<file path="config.mk">
export PLATFORM = sky130hd
export DESIGN_NAME = ram_dump_reader_flat
export DESIGN_NICKNAME = d
export VERILOG_FILES = /design/src/rtl/ram_dump_reader_if.sv /design/src/rtl/ram_dump_reader.sv /design/src/flat_wrapper.sv
export SDC_FILE = /design/constraint.sdc
export NUM_CORES = 1
export LEC_CHECK = 0
export ABC_AREA = 0
export ABC_CLOCK_PERIOD_IN_PS = 4600
export BUFFER_PORTS_ARGS = -buffer_cell sky130_fd_sc_hd__clkbuf_2
export CORE_MARGIN = 3
export CORE_UTILIZATION = 45
export DETAILED_ROUTE_END_ITERATION = 10
export PLACE_DENSITY_LB_ADDON = 0.25
export SETUP_SLACK_MARGIN = 0.02
export SLEW_MARGIN = 0
export SYNTH_ARGS = -nofsm -noshare
export SYNTH_HDL_FRONTEND = slang
export SYNTH_SLANG_ARGS = --single-unit
</file>
<file path="constraint.sdc">
create_clock -name i_clock -period 4.6 [get_ports i_clock]
set_input_delay 0.46 -clock i_clock [delete_from_list [all_inputs] [get_ports i_clock]]
set_output_delay 0.46 -clock i_clock [all_outputs]
set_load 0.02 [all_outputs]
</file>
<file path="src/rtl/ram_dump_reader_if.sv">
// Bus bundle for ram_dump_reader: start/status, RAM program-address read port and byte stream.
// The slave view is the dump engine; the master view is whoever drives start, RAM data and ready.
interface ram_dump_reader_if #(
  parameter int ADDR_WIDTH = 4
);
  logic                  i_start;
  logic                  o_busy;
  logic                  o_done;
  logic [ADDR_WIDTH-1:0] o_ram_address;
  logic                  o_ram_read_enable;
  logic [15:0]           i_ram_data;
  logic [7:0]            o_tx_data;
  logic                  o_tx_valid;
  logic                  i_tx_ready;

  modport slave (
    input  i_start, i_ram_data, i_tx_ready,
    output o_busy, o_done, o_ram_address, o_ram_read_enable, o_tx_data, o_tx_valid
  );

  modport master (
    output i_start, i_ram_data, i_tx_ready,
    input  o_busy, o_done, o_ram_address, o_ram_read_enable, o_tx_data, o_tx_valid
  );
endinterface

</file>
<file path="src/rtl/ram_dump_reader.sv">
// Walks the program RAM from address 0 and streams each word as hi/lo bytes on valid/ready.
// Define RAM_DUMP_CHECKSUM_EN to append an 8-bit mod-256 sum of all sent bytes.
//
// state   | meaning
// IDLE    | waiting for i_start
// READ    | RAM word at counter captured into word register
// SEND_HI | offering word[15:8]
// SEND_LO | offering word[7:0], then next word or finish
// SUM     | offering checksum byte (checksum build only)
// DONE    | one-cycle completion pulse
module ram_dump_reader #(
  parameter int ADDR_WIDTH = 4,
  parameter int WORD_COUNT = 16
) (
  input  logic             i_clock,
  input  logic             i_reset_n,
  ram_dump_reader_if.slave bus
);

  localparam logic [ADDR_WIDTH-1:0] LAST_ADDR = ADDR_WIDTH'(WORD_COUNT - 1);

  typedef enum logic [2:0] {
    IDLE    = 3'd0,
    READ    = 3'd1,
    SEND_HI = 3'd2,
    SEND_LO = 3'd3,
`ifdef RAM_DUMP_CHECKSUM_EN
    SUM     = 3'd4,
`endif
    DONE    = 3'd5
  } state_t;

  state_t                state_q, state_d;
  logic [ADDR_WIDTH-1:0] addr_q, addr_d;
  logic [15:0]           word_q, word_d;
`ifdef RAM_DUMP_CHECKSUM_EN
  logic [7:0]            sum_q, sum_d;
`endif

  logic                  busy;
  logic                  done;
  logic                  rd_en;
  logic [ADDR_WIDTH-1:0] addr_out;
  logic [7:0]            tx_data;
  logic                  tx_valid;

  always_ff @(posedge i_clock or negedge i_reset_n) begin
    if (!i_reset_n) begin
      state_q <= IDLE;
      addr_q  <= '0;
      word_q  <= '0;
`ifdef RAM_DUMP_CHECKSUM_EN
      sum_q   <= '0;
`endif
    end else begin
      state_q <= state_d;
      addr_q  <= addr_d;
      word_q  <= word_d;
`ifdef RAM_DUMP_CHECKSUM_EN
      sum_q   <= sum_d;
`endif
    end
  end

  always_comb begin
    state_d  = state_q;
    addr_d   = addr_q;
    word_d   = word_q;
`ifdef RAM_DUMP_CHECKSUM_EN
    sum_d    = sum_q;
`endif
    busy     = 1'b0;
    done     = 1'b0;
    rd_en    = 1'b0;
    addr_out = '0;
    tx_data  = 8'h00;
    tx_valid = 1'b0;

    case (state_q)
      IDLE: begin
        if (bus.i_start) begin
          state_d = READ;
          addr_d  = '0;
`ifdef RAM_DUMP_CHECKSUM_EN
          sum_d   = 8'h00;
`endif
        end
      end
      READ: begin
        busy     = 1'b1;
        rd_en    = 1'b1;
        addr_out = addr_q;
        word_d   = bus.i_ram_data;
        state_d  = SEND_HI;
      end
      SEND_HI: begin
        busy     = 1'b1;
        addr_out = addr_q;
        tx_valid = 1'b1;
        tx_data  = word_q[15:8];
        if (bus.i_tx_ready) begin
`ifdef RAM_DUMP_CHECKSUM_EN
          sum_d   = sum_q + tx_data;
`endif
          state_d = SEND_LO;
        end
      end
      SEND_LO: begin
        busy     = 1'b1;
        addr_out = addr_q;
        tx_valid = 1'b1;
        tx_data  = word_q[7:0];
        if (bus.i_tx_ready) begin
`ifdef RAM_DUMP_CHECKSUM_EN
          sum_d = sum_q + tx_data;
`endif
          // Counter stops on the last word so it never wraps past WORD_COUNT-1.
          if (addr_q == LAST_ADDR) begin
`ifdef RAM_DUMP_CHECKSUM_EN
            state_d = SUM;
`else
            state_d = DONE;
`endif
          end else begin
            addr_d  = addr_q + ADDR_WIDTH'(1);
            state_d = READ;
          end
        end
      end
`ifdef RAM_DUMP_CHECKSUM_EN
      SUM: begin
        busy     = 1'b1;
        tx_valid = 1'b1;
        tx_data  = sum_q;
        if (bus.i_tx_ready) begin
          state_d = DONE;
        end
      end
`endif
      DONE: begin
        done    = 1'b1;
        state_d = IDLE;
      end
      default: begin
        state_d = IDLE;
      end
    endcase
  end

  assign bus.o_busy            = busy;
  assign bus.o_done            = done;
  assign bus.o_ram_read_enable = rd_en;
  assign bus.o_ram_address     = addr_out;
  assign bus.o_tx_data         = tx_data;
  assign bus.o_tx_valid        = tx_valid;

endmodule

</file>
<file path="src/flat_wrapper.sv">
// flat-port wrapper written by rule: the top's interface ports become plain ports
module ram_dump_reader_flat 
#(
  parameter int ADDR_WIDTH = 4,
  parameter int WORD_COUNT = 16
)
  (i_clock, i_reset_n, bus_i_start, bus_i_ram_data, bus_i_tx_ready, bus_o_busy, bus_o_done, bus_o_ram_address, bus_o_ram_read_enable, bus_o_tx_data, bus_o_tx_valid);
  ram_dump_reader_if #(.ADDR_WIDTH(ADDR_WIDTH)) bus_i ();
  input  logic i_clock;
  input  logic i_reset_n;
  input wire logic [$bits(bus_i.i_start)-1:0] bus_i_start;
  input wire logic [$bits(bus_i.i_ram_data)-1:0] bus_i_ram_data;
  input wire logic [$bits(bus_i.i_tx_ready)-1:0] bus_i_tx_ready;
  output wire logic [$bits(bus_i.o_busy)-1:0] bus_o_busy;
  output wire logic [$bits(bus_i.o_done)-1:0] bus_o_done;
  output wire logic [$bits(bus_i.o_ram_address)-1:0] bus_o_ram_address;
  output wire logic [$bits(bus_i.o_ram_read_enable)-1:0] bus_o_ram_read_enable;
  output wire logic [$bits(bus_i.o_tx_data)-1:0] bus_o_tx_data;
  output wire logic [$bits(bus_i.o_tx_valid)-1:0] bus_o_tx_valid;
  assign bus_i.i_start = bus_i_start;
  assign bus_i.i_ram_data = bus_i_ram_data;
  assign bus_i.i_tx_ready = bus_i_tx_ready;
  assign bus_o_busy = bus_i.o_busy;
  assign bus_o_done = bus_i.o_done;
  assign bus_o_ram_address = bus_i.o_ram_address;
  assign bus_o_ram_read_enable = bus_i.o_ram_read_enable;
  assign bus_o_tx_data = bus_i.o_tx_data;
  assign bus_o_tx_valid = bus_i.o_tx_valid;
  ram_dump_reader #(.ADDR_WIDTH(ADDR_WIDTH), .WORD_COUNT(WORD_COUNT)) u_core (.i_clock(i_clock), .i_reset_n(i_reset_n), .bus(bus_i));
endmodule
</file>
==> summary.txt, run 1 <==
Place
  • Pre-CTS setup slack: 2.13 ns
  • Final HPWL from detailed placement: 1570 um
  • PortBufs: 35
  • Cell Area, Placed: 0.00136 mm^2
  • Final Wtd Congestion: 0.856

Worst setup path
  • CP required: 4.14 ns
  • WS Path Type: reg2out
  • Reg-to-Reg Start: u_core.state_q[0]$_DFFE_PN0P_
  • CP startpoint: u_core.state_q[0]$_DFFE_PN0P_
  • Worst reg-to-reg path cell count: 2
  • CP startpoint kind: flip-flop
  • Crit path max fanout: 17
  • Worst setup path end: bus_o_ram_read_enable
  • Worst endpoint data arrival time: 2.34 ns
  • Worst r2r dst: u_core.word_q[5]$_DFFE_PN0P_
  • Crit path capture type: output port
  • R2r setup slk: 2.36 ns

Timing
  • Actual slew at the worst max-slew pin: 0.987 ns
  • Final worst path period share: 0.608
  • Clk_skew: 0.00272 ns
  • RSZ-0062 raised after global routing: false
  • Final worst path period need: 2.80 ns
  • Fmax: 0.357 GHz
  • Final setup violation count: 0
  • Max_slew headroom: 0.341
  • Fin. Hold Viols: 0
  • Final Worst Setup Slack: 1.80 ns
  • Setup TNS: 0 ns
  • Slew Limit Fails: 0
  • Hold slack: 0.122 ns

CTS
  • CTS sink cnt: 23
  • Max Root-Sink Buffers: 2
  • Num CTS Buffers: 3
  • CTS Hold Bufs: 0
  • Post-CTS sizing: 0
  • Setup bufs post-CTS: 0
  • TritonCTS clock tree: yes
  • Clk Latency, worst-skew pair: 0.30 ns
  • CTS H-tree depth: 1
  • Clock Tree Root: clkbuf_4
  • Worst-path clk slew: 0.13 ns

Floorplanning
  • Die W: 57.6 um
  • Chip height: 57.6 um
  • Row Count: 18
  • Initial Utilization: 0.480
  • I/O pins: 36
  • Area of the die: 0.00332 mm^2
  • Core Footprint: 0.00250 mm^2

Route
  • Pre-antenna DRT Iters: 4
  • Vias: 827
  • Met3 WL: 129 um
  • Iter 0 DRT Violations: 39
  • Avg WL per Cell: 13.6 um
  • Met1 WL: 1010 um
  • Via density: 5.14
  • Met2 wire length: 1030 um
  • Top Metal Used: met4
  • Drt drc: 0
  • Routed Antenna Nets: 0
  • Final wirelength: 2190 um

Yosys
  • Synth Area per Inst: 12.2 um^2
  • Most common cell in the netlist: dfrtp_1
  • Sequential area share after synthesis: 0.480
  • EDFF count, synth: 0
  • Yosys top cell area share: 0.480
  • Area leader, netlist: dfrtp_1
  • Ys Warns: 0
  • Synth Instances: 98
  • Seq cells post-synth: 23
  • Share of synthesized registers carrying an async set or reset: 1.00
  • Synthesized area: 0.00120 mm^2
  • Synth top area cells: dfrtp_1 48%, mux2_4 11%, mux2_2 7.5%
  • Post-synthesis net count: 119
  • Post-synthesis cell type count: 31
  • Most common library cells after synthesis: 23 x dfrtp_1, 13 x nor2_1, 9 x mux2_4
  • Post-synth top flop: dfrtp_1

Global route
  • First-pass GRT wire length: 3590 um
  • Global Route Usage Sum: 0.139
  • Largest net degree at the start of global routing: 24
  • Grt ovf: 0
  • Vias in the first global route: 812
  • Initial antenna violation count: 0

Final layout
  • Area grow syn2layout: 15.4%
  • Final instance area: 0.00139 mm^2
  • Share of layout cells above drive strength 1: 0.458
  • Number of diodes: 0
  • Fin nets: 153

Flow run
  • MaxCap Viol Count: 0

Hold path
  • Hold Path Class: in2async

Pwr
  • Static Leak: 0.000703 uW
  • Pwr Total: 1020 uW
  • Pwr Density: 735 mW/mm^2
  • Peak VDD IR: 0.397 mV

Status
  • Status: complete, no violations
[worst max-delay path, cell delays in order, from the launching register on]
cell and delay, ns:
dfrtp_1 0.79, nor3b_4 0.92, clkbuf_2 0.31
[where the power goes]
part	internal (uW)	total, uW	switching (uW)
Clock	32.4	92.5	60.1
Combinational	264	531	266
Sequential	298	395	97.0
Total	595	1020	423
[metrics by stage]
| step | utilization | cells |
|---|---|---|
| after CTS | 0.554 | 161 |
| after detailed placement | 0.543 | 157 |
| final | 0.554 | 161 |
| after global placement | 0.543 | 157 |
| after floorplan | - | 98 |
| after global routing | 0.554 | 161 |
[layout make-up]
class / count / area, um^2
Clock inverter: 1 / 5.00
Timing Repair Buffer: 35 / 175
Fill cell: 232 / 1110
Multi-Input combinational cell: 66 / 558
Inverter: 3 / 11.3
Tap cell: 30 / 37.5
Sequential cell: 23 / 576
Clock buffer: 3 / 22.5
[worst min path at each step]
stage               slack [ns]  depth (start not counted)  startpoint                       endpoint
finish                    0.12                          1   i_reset_n   u_core.word_q[6]$_DFFE_PN0P_
global route              0.15                          1   i_reset_n  u_core.state_q[1]$_DFFE_PN0P_
CTS                       0.14                          1   i_reset_n  u_core.word_q[12]$_DFFE_PN0P_
detailed placement        0.49                          1   i_reset_n  u_core.word_q[12]$_DFFE_PN0P_
global placement          0.47                          1   i_reset_n  u_core.word_q[12]$_DFFE_PN0P_
floorplan                 0.16                          0   i_reset_n   u_core.addr_q[0]$_DFFE_PN0P_
[logic make-up (layout without fill, tap and decap cells)]
logic type / count (synthesis) / count (layout) / synth area share
muxes: 25 / 25 / 0.254
DFF: 23 / 23 / 0.480
and+or+nand+nor: 30 / 30 / 0.144
buffers and inverters: 9 / 42 / 0.0553
adders and majority gates: 1 / 1 / 0.0104
AOI/OAI and AO/OA: 10 / 10 / 0.0563
[registers in the layout, summed over array words and instances, names as in the netlist]
signal,count
u_core.word_q,16
u_core.addr_q,4
u_core.state_q,3
[cells in the final DEF (no fill, tap or decap), types with 2 or more instances in the layout]
cell      instances
clkbuf_2         35
dfrtp_1          23
nor2_1           13
mux2_4            9
mux2i_1           8
mux2_2            8
inv_1             3
and2_1            3
nand2_1           3
clkbuf_4          3
nor3_1            2
o22ai_1           2
nand3_1           2
o21ai_0           2
[routing by layer]
metal  up-vias  global-route usage
met5         -                   0
met4         0              0.0397
met3         2              0.0401
met2        21               0.232
met1       393               0.175
li1        411                   -
Note: power is estimated with default switching activity, not from simulation.
==> inputs of run 2 (changes only) <==
ABC_AREA = 1   (was 0)
ABC_CLOCK_PERIOD_IN_PS = 2600   (was 4600)
clock period = 2.6 ns   (was 4.6 ns; I/O delays follow)
==> run 2 against run 1 <==
  * First-iteration DRC count shrank 41%
  * Global-route usage increased by 2.0 points
  * Sequential share of layout area down 0.74 points
  * Clock skew rose by 0.0060 ns
  * Register-to-register slack lost 1.5 ns
  * Critical path depth rose by 2
  * Via count increased by 28%
  * Critical path type unchanged
  * Largest cell class unchanged
  * Highest routed layer unchanged
==> summary.txt, run 2 <==
Worst setup path
  • Critical-path top delay cell: dfrtp_1 (was nor3b_4)
  • CP startpoint kind: flip-flop (unchanged)
  • Cell breakdown of the critical path: inv_1, nand3_2, inv_2, clkbuf_2 (was nor3b_4, clkbuf_2)
  • Crit path max fanout: 18 (was 17)
  • Crit-path max cell delay: 0.55 ns (was 0.92 ns)
  • Crit path capture type: output port (unchanged)
  • Delay-heaviest family, CP: buffers and inverters (was simple AND/OR/NAND/NOR gates)
  • Worst path buffer plus inverter count: 3 (was 1)
  • CP required: 2.34 ns (was 4.14 ns)
  • WS Path Type: reg2out (unchanged)
  • Worst endpoint data arrival time: 1.93 ns (was 2.34 ns)

Route
  • Vias: 1058 (was 827)
  • Iter 0 DRT Violations: 23 (was 39)
  • Avg WL per Cell: 11.5 um (was 13.6 um)
  • Final wirelength: 2460 um (was 2190 um)
  • Pre-antenna DRT Iters: 4 (unchanged)
  • Routed Antenna Nets: 0 (unchanged)
  • Drt drc: 0 (unchanged)
  • Via density: 4.92 (was 5.14)

CTS
  • Max Root-Sink Buffers: 2 (unchanged)
  • Worst-path clk slew: 0.13 ns (about the same)
  • Clock Tree Root: clkbuf_4 (unchanged)
  • CTS sink cnt: 23 (unchanged)
  • Num CTS Buffers: 3 (unchanged)
  • TritonCTS clock tree: yes (unchanged)
  • CTS H-tree depth: 1 (unchanged)
  • Setup bufs post-CTS: 0 (unchanged)
  • CTS Hold Bufs: 1 (was 0)
  • Post-CTS sizing: 0 (unchanged)
  • Clk Latency, worst-skew pair: 0.31 ns (was 0.30 ns)

Yosys
  • Synth top area cells: dfrtp_1 48%, nand2_1 21%, a32o_1 6.6% (was dfrtp_1 48%, mux2_4 11%, mux2_2 7.5%)
  • Post-synthesis net count: 171 (was 119)
  • Area leader, netlist: dfrtp_1 (unchanged)
  • Sequential area share after synthesis: 0.478 (was 0.480)
  • Ys Warns: 0 (unchanged)
  • Seq cells post-synth: 23 (unchanged)
  • EDFF count, synth: 0 (unchanged)
  • Post-synth top flop: dfrtp_1 (unchanged)
  • Synthesized area: 0.00120 mm^2 (about the same)
  • Synth Instances: 150 (was 98)
  • Yosys top cell area share: 0.478 (was 0.480)
  • Post-synthesis cell type count: 19 (was 31)
  • Synth Area per Inst: 8.03 um^2 (was 12.2 um^2)
  • Most common cell in the netlist: nand2_1 (was dfrtp_1)
  • Most common library cells after synthesis: 67 x nand2_1, 23 x dfrtp_1, 11 x inv_1 (was 23 x dfrtp_1, 13 x nor2_1, 9 x mux2_4)
  • Share of synthesized registers carrying an async set or reset: 1.00 (unchanged)

Global route
  • Largest net degree at the start of global routing: 24 (unchanged)
  • First-pass GRT wire length: 4150 um (was 3590 um)
  • Initial antenna violation count: 0 (unchanged)
  • Grt ovf: 0 (unchanged)
  • Vias in the first global route: 965 (was 812)
  • Global Route Usage Sum: 0.159 (was 0.139)

Floorplanning
  • Chip height: 57.7 um (was 57.6 um)
  • Core Footprint: 0.00252 mm^2 (was 0.00250 mm^2)
  • Die W: 57.7 um (was 57.6 um)
  • I/O pins: 36 (unchanged)
  • Row Count: 18 (unchanged)
  • Initial Utilization: 0.478 (was 0.480)
  • Area of the die: 0.00333 mm^2 (was 0.00332 mm^2)

Timing
  • Clk_skew: 0.00871 ns (was 0.00272 ns)
  • Hold slack: 0.127 ns (was 0.122 ns)
  • Slew Limit Fails: 0 (unchanged)
  • Fin. Hold Viols: 0 (unchanged)
  • Final worst path period share: 0.842
  • Setup TNS: 0 ns (unchanged)
  • Final Worst Setup Slack: 0.411 ns (was 1.80 ns)
  • Final setup violation count: 0 (unchanged)
  • Max_slew headroom: 0.621 (was 0.341)
  • RSZ-0062 raised after global routing: false (unchanged)
  • Final worst path period need: 2.19 ns
  • Actual slew at the worst max-slew pin: 0.567 ns (was 0.987 ns)
  • Fmax: 0.457 GHz

Pwr
  • Static Leak: 0.000805 uW (was 0.000703 uW)
  • Sw Share: 0.489 (was 0.416)
  • Peak VDD IR: 0.756 mV (was 0.397 mV)
  • Net switching power: 841 uW (was 423 uW)
  • Seq pwr share: 0.374 (was 0.388)
  • Int Power: 880 uW (was 595 uW)
  • Pwr Density: 1220 mW/mm^2 (was 735 mW/mm^2)
  • Clock group share of total power: 0.096 (was 0.091)
  • Comb power frac: 0.531 (was 0.521)

Place
  • Cell Area, Placed: 0.00137 mm^2 (was 0.00136 mm^2)
  • Final Wtd Congestion: 0.872 (was 0.856)
  • Pre-CTS setup slack: 0.734 ns (was 2.13 ns)
  • PortBufs: 35 (unchanged)
  • Final HPWL from detailed placement: 1820 um (was 1570 um)

Hold path
  • Hold Path Class: in2reg (was in2async)

Final layout
  • Final instance area: 0.00141 mm^2 (was 0.00139 mm^2)
  • Area grow syn2layout: 17.0% (was 15.4%)
  • Most frequent cells in the layout: 67 x nand2_1, 35 x clkbuf_2, 23 x dfrtp_1 (was 35 x clkbuf_2, 23 x dfrtp_1, 13 x nor2_1)
  • Fin nets: 207 (was 153)
  • Commonest non-fill, non-tap cell in the layout: nand2_1 (was clkbuf_2)
  • Largest reg by FF count: u_core.word_q (unchanged)
  • Number of diodes: 0 (unchanged)
  • Share of layout cells above drive strength 1: 0.281 (was 0.458)
  • Max reg flops: 16 (unchanged)
  • Regs by FF count: u_core.word_q: 16 flops, u_core.addr_q: 4 flops, u_core.state_q: 3 flops (unchanged)

Status
  • Status: complete, no violations (unchanged)

Flow run
  • MaxCap Viol Count: 0 (unchanged)
==> run 2: cell count changes after synthesis, moves of 3 or more <==
cell	before	now
nand2_2	0	5
nor2_1	13	10
inv_1	3	11
and2_1	3	0
a32o_1	0	8
mux2_2	8	0
mux2i_1	8	0
mux2_4	9	0
nand2_1	3	67
nand2_4	0	3
nand3_1	2	8
==> run 2: final timing paths <==
check	from	slack [ns]	to	depth (start not counted)
worst max-delay path	u_core.state_q[1]$_DFFE_PN0P_	0.41	bus_o_ram_read_enable	4
min in group asynchronous	i_reset_n	0.46	u_core.addr_q[2]$_DFFE_PN0P_	2
max in group asynchronous	i_reset_n	1.76	u_core.word_q[12]$_DFFE_PN0P_	2
worst min-delay path	bus_i_ram_data[8]	0.13	u_core.word_q[8]$_DFFE_PN0P_	3
worst min register to register	u_core.word_q[8]$_DFFE_PN0P_	0.49	u_core.word_q[8]$_DFFE_PN0P_	2
worst max register to register	u_core.state_q[1]$_DFFE_PN0P_	0.87	u_core.addr_q[3]$_DFFE_PN0P_	7
==> run 2: area by class of cell <==
cell class	instances	area, um^2
clock buffers	4	26.3
fillers	233	1110
inverters	13	51.3
repair buffers	36	185
flip-flops and latches	23	576
multi-input cells	109	534
well taps	30	37.5
==> run 2: per-layer routing <==
metal	vias up	part of all wire	track usage
met5	-	0	0
met4	0	0.013	0.0596
met3	4	0.067	0.0245
met2	40	0.49	0.261
met1	470	0.43	0.211
li1	544	-	-
==> run 2: through the flow <==
| step | power (uW) | cells | util |
|---|---|---|---|
| floorplan | 1380 | 150 | - |
| global placement | 1550 | 210 | 0.545 |
| detailed placement | 1570 | 210 | 0.545 |
| CTS | 1740 | 215 | 0.559 |
| global route | 1890 | 215 | 0.559 |
| finish | 1720 | 215 | 0.559 |
==> run 2: worst register-to-register path: cells and delay by family, from the launching register on <==
kind | cells | cell delay (ns)
DFF | 1 | 0.62
and+or+nand+nor | 6 | 0.94
buffers and inverters | 1 | 0.06
==> run 2: cell families (layout without fill, tap and decap cells) <==
group | after synthesis | in the layout | synth area share
AOI/OAI and AO/OA | 10 | 10 | 0.0748
buffers and inverters | 18 | 53 | 0.0789
DFF | 23 | 23 | 0.478
adders and majority gates | 1 | 1 | 0.0104
and+or+nand+nor | 98 | 98 | 0.358
==> run 2: power groups by stage <==
stage,logic [uW],registers [uW],clock network [uW]
CTS,928,641,172
global placement,908,643,0
finish,913,643,164
detailed placement,926,648,0
floorplan,779,598,0
global route,1040,665,184
==> inputs of run 3 (changes only) <==
ABC_AREA = 0   (was 1)
ABC_CLOCK_PERIOD_IN_PS = 1960   (was 2600)
clock period = 1.96 ns   (was 2.6 ns; I/O delays follow)
==> run 3 against run 2 <==
  * Sequential share of layout area decreased by 0.16 points
  * Sequential cell count unchanged
  * Critical path depth decreased by 1
  * Routed wire length decreased by 5.1%
  * Global-route usage decreased by 1.1 points
  * Via count decreased by 19%
  * Combinational power increased by 46%
  * Critical path type unchanged
  * Critical endpoint is now bus_o_tx_data[3]
  * Largest cell class unchanged
==> summary.txt, run 3 (synthesis results as in run 1) <==
Status
  • Status: complete, no violations (unchanged)

Place
  • Final Wtd Congestion: 0.796 (was 0.872)
  • Final HPWL from detailed placement: 1750 um (was 1820 um)
  • Placed cells: 160 (was 210)
  • PortBufs: 35 (unchanged)

Floorplanning
  • Die W: 57.6 um (was 57.7 um)
  • Chip height: 57.6 um (was 57.7 um)
  • Area of the die: 0.00332 mm^2 (was 0.00333 mm^2)
  • Initial Utilization: 0.480 (was 0.478)
  • Row Count: 18 (unchanged)
  • I/O pins: 36 (unchanged)
  • Core Footprint: 0.00250 mm^2 (was 0.00252 mm^2)

Timing
  • Actual slew at the worst max-slew pin: 0.567 ns (about the same)
  • RSZ-0062 raised after global routing: false (unchanged)
  • Final worst path period need: 1.81 ns
  • Final worst path period share: 0.924
  • Slew Limit Fails: 0 (unchanged)
  • Fin. Hold Viols: 0 (unchanged)
  • Max_slew headroom: 0.622 (was 0.621)
  • Setup TNS: 0 ns (unchanged)
  • Final setup violation count: 0 (unchanged)
  • Clk_skew: 0.0161 ns (was 0.00871 ns)
  • Fmax: 0.552 GHz

Worst setup path
  • Worst setup path end: bus_o_tx_data[3] (was bus_o_ram_read_enable)
  • CP required: 1.76 ns (was 2.34 ns)
  • R2r setup slk: 0.40 ns (was 0.87 ns)
  • CP startpoint kind: flip-flop (unchanged)
  • Critical-path top delay cell: dfrtp_1 (unchanged)
  • Crit-path max cell delay: 0.53 ns (was 0.55 ns)
  • Worst reg-to-reg path cell count: 3 (was 7)
  • Cell breakdown of the critical path: nand2b_1, nor2_1, clkbuf_2 (was inv_1, nand3_2, inv_2, clkbuf_2)
  • WS Path Type: reg2out (unchanged)
  • Reg-to-Reg Start: u_core.state_q[2]$_DFFE_PN0P_ (was u_core.state_q[1]$_DFFE_PN0P_)
  • Worst endpoint data arrival time: 1.61 ns (was 1.93 ns)
  • Crit path capture type: output port (unchanged)
  • Worst r2r dst: u_core.addr_q[1]$_DFFE_PN0P_ (was u_core.addr_q[3]$_DFFE_PN0P_)
  • CP startpoint: u_core.state_q[2]$_DFFE_PN0P_ (was u_core.state_q[1]$_DFFE_PN0P_)
  • Crit path max fanout: 11 (was 18)

Final layout
  • Post-layout util: 0.568 (was 0.559)
  • Share of layout cells above drive strength 1: 0.474 (was 0.281)
  • Area grow syn2layout: 18.2% (was 17.0%)
  • Number of diodes: 0 (unchanged)
  • Fin nets: 157 (was 207)
  • Fin cells: 165 (was 215)
  • Regs by FF count: u_core.word_q: 16 flops, u_core.addr_q: 4 flops, u_core.state_q: 3 flops (unchanged)
  • Largest reg by FF count: u_core.word_q (unchanged)
  • Most frequent cells in the layout: 35 x clkbuf_2, 22 x dfrtp_1, 13 x nor2_1 (was 67 x nand2_1, 35 x clkbuf_2, 23 x dfrtp_1)
  • Commonest non-fill, non-tap cell in the layout: clkbuf_2 (was nand2_1)
  • Max reg flops: 16 (unchanged)

CTS
  • Num CTS Buffers: 3 (unchanged)
  • Clk Latency, worst-skew pair: 0.32 ns (was 0.31 ns)
  • TritonCTS clock tree: yes (unchanged)
  • CTS sink cnt: 23 (unchanged)
  • CTS H-tree depth: 1 (unchanged)
  • Setup bufs post-CTS: 0 (unchanged)
  • Clock Tree Root: clkbuf_4 (unchanged)
  • Worst-path clk slew: 0.14 ns (was 0.13 ns)
  • Max Root-Sink Buffers: 2 (unchanged)

Route
  • Pre-antenna DRT Iters: 3 (was 4)
  • Iter 0 DRT Violations: 6 (was 23)
  • Routed Antenna Nets: 0 (unchanged)
  • Drt drc: 0 (unchanged)
  • Via density: 5.19 (was 4.92)
  • Avg WL per Cell: 14.2 um (was 11.5 um)
  • Final wirelength: 2340 um (was 2460 um)
  • Vias: 857 (was 1058)

Pwr
  • Pwr Total: 2460 uW (was 1720 uW)
  • Peak VDD IR: 0.923 mV (was 0.756 mV)
  • Pwr Density: 1730 mW/mm^2 (was 1220 mW/mm^2)
  • Static Leak: 0.000721 uW (was 0.000805 uW)

Hold path
  • Hold Path Class: in2reg (unchanged)
  • Hold Startpoint: bus_i_start (was bus_i_ram_data[8])

Flow run
  • MaxCap Viol Count: 0 (unchanged)

Global route
  • First-pass GRT wire length: 3870 um (was 4150 um)
  • Grt ovf: 0 (unchanged)
  • Global Route Usage Sum: 0.148 (was 0.159)
  • Vias in the first global route: 867 (was 965)
  • Initial antenna violation count: 0 (unchanged)
  • Largest net degree at the start of global routing: 24 (unchanged)
==> run 3: worst min path at each step <==
stage	endpoint	slack, ns	cells after the start
6_report	u_core.state_q[0]$_DFFE_PN0P_	0.09	3
5_1_grt	u_core.word_q[12]$_DFFE_PN0P_	0.09	2
4_1_cts	u_core.word_q[6]$_DFFE_PN0P_	0.09	2
3_5_place_dp	u_core.word_q[0]$_DFFE_PN0P_	0.23	1
3_3_place_gp	u_core.word_q[4]$_DFFE_PN0P_	0.22	1
2_1_floorplan	u_core.addr_q[0]$_DFFE_PN0P_	-0.1	0
==> run 3: cell type report <==
type | count | area (um^2)
Fill cell | 213 | 1080
Clock inverter | 1 | 5.00
Timing Repair Buffer | 39 | 208
Sequential cell | 23 | 577
Inverter | 3 | 11.3
Tap cell | 30 | 37.5
Multi-Input combinational cell | 66 | 558
Clock buffer | 3 | 22.5
==> run 3: critical path, delay by kind of cell (launching register included) <==
family	cells	cell delay (ns)
buffers and inverters	1	0.19
AND/OR/NAND/NOR	2	0.60
flip-flops	1	0.53
==> run 3: per-layer routing <==
layer  up-vias  track usage  routed length, um
met5         -            0                  0
met4         0       0.0298                  0
met3         0       0.0334                111
met2        16        0.240               1200
met1       422        0.204               1030
li1        419            -                  -
==> run 3: metrics by stage <==
step / hold WS, ns / cell area [um^2] / worst slack (ns)
detailed placement: 0.225 / 1380 / 0.405
finish: 0.0898 / 1420 / 0.150
floorplan: -0.0996 / 1200 / 0.459
global placement: 0.224 / 1380 / 0.456
CTS: 0.0905 / 1420 / 0.104
global route: 0.0919 / 1420 / 0.0706
==> run 3: power by group <==
group	switching [uW]	internal (uW)	leakage, uW
registers	196	703	0.000277
clock network	152	76.2	0.0000177
logic	677	651	0.000427
total	1030	1430	0.000721
==> run 3: what timing repair did <==
item / CTS / global route
hold endpoints to repair: 23 / 0
hold buffers: 1 / 0
setup endpoints to repair: 0 / 1
resized for setup: 0 / 1
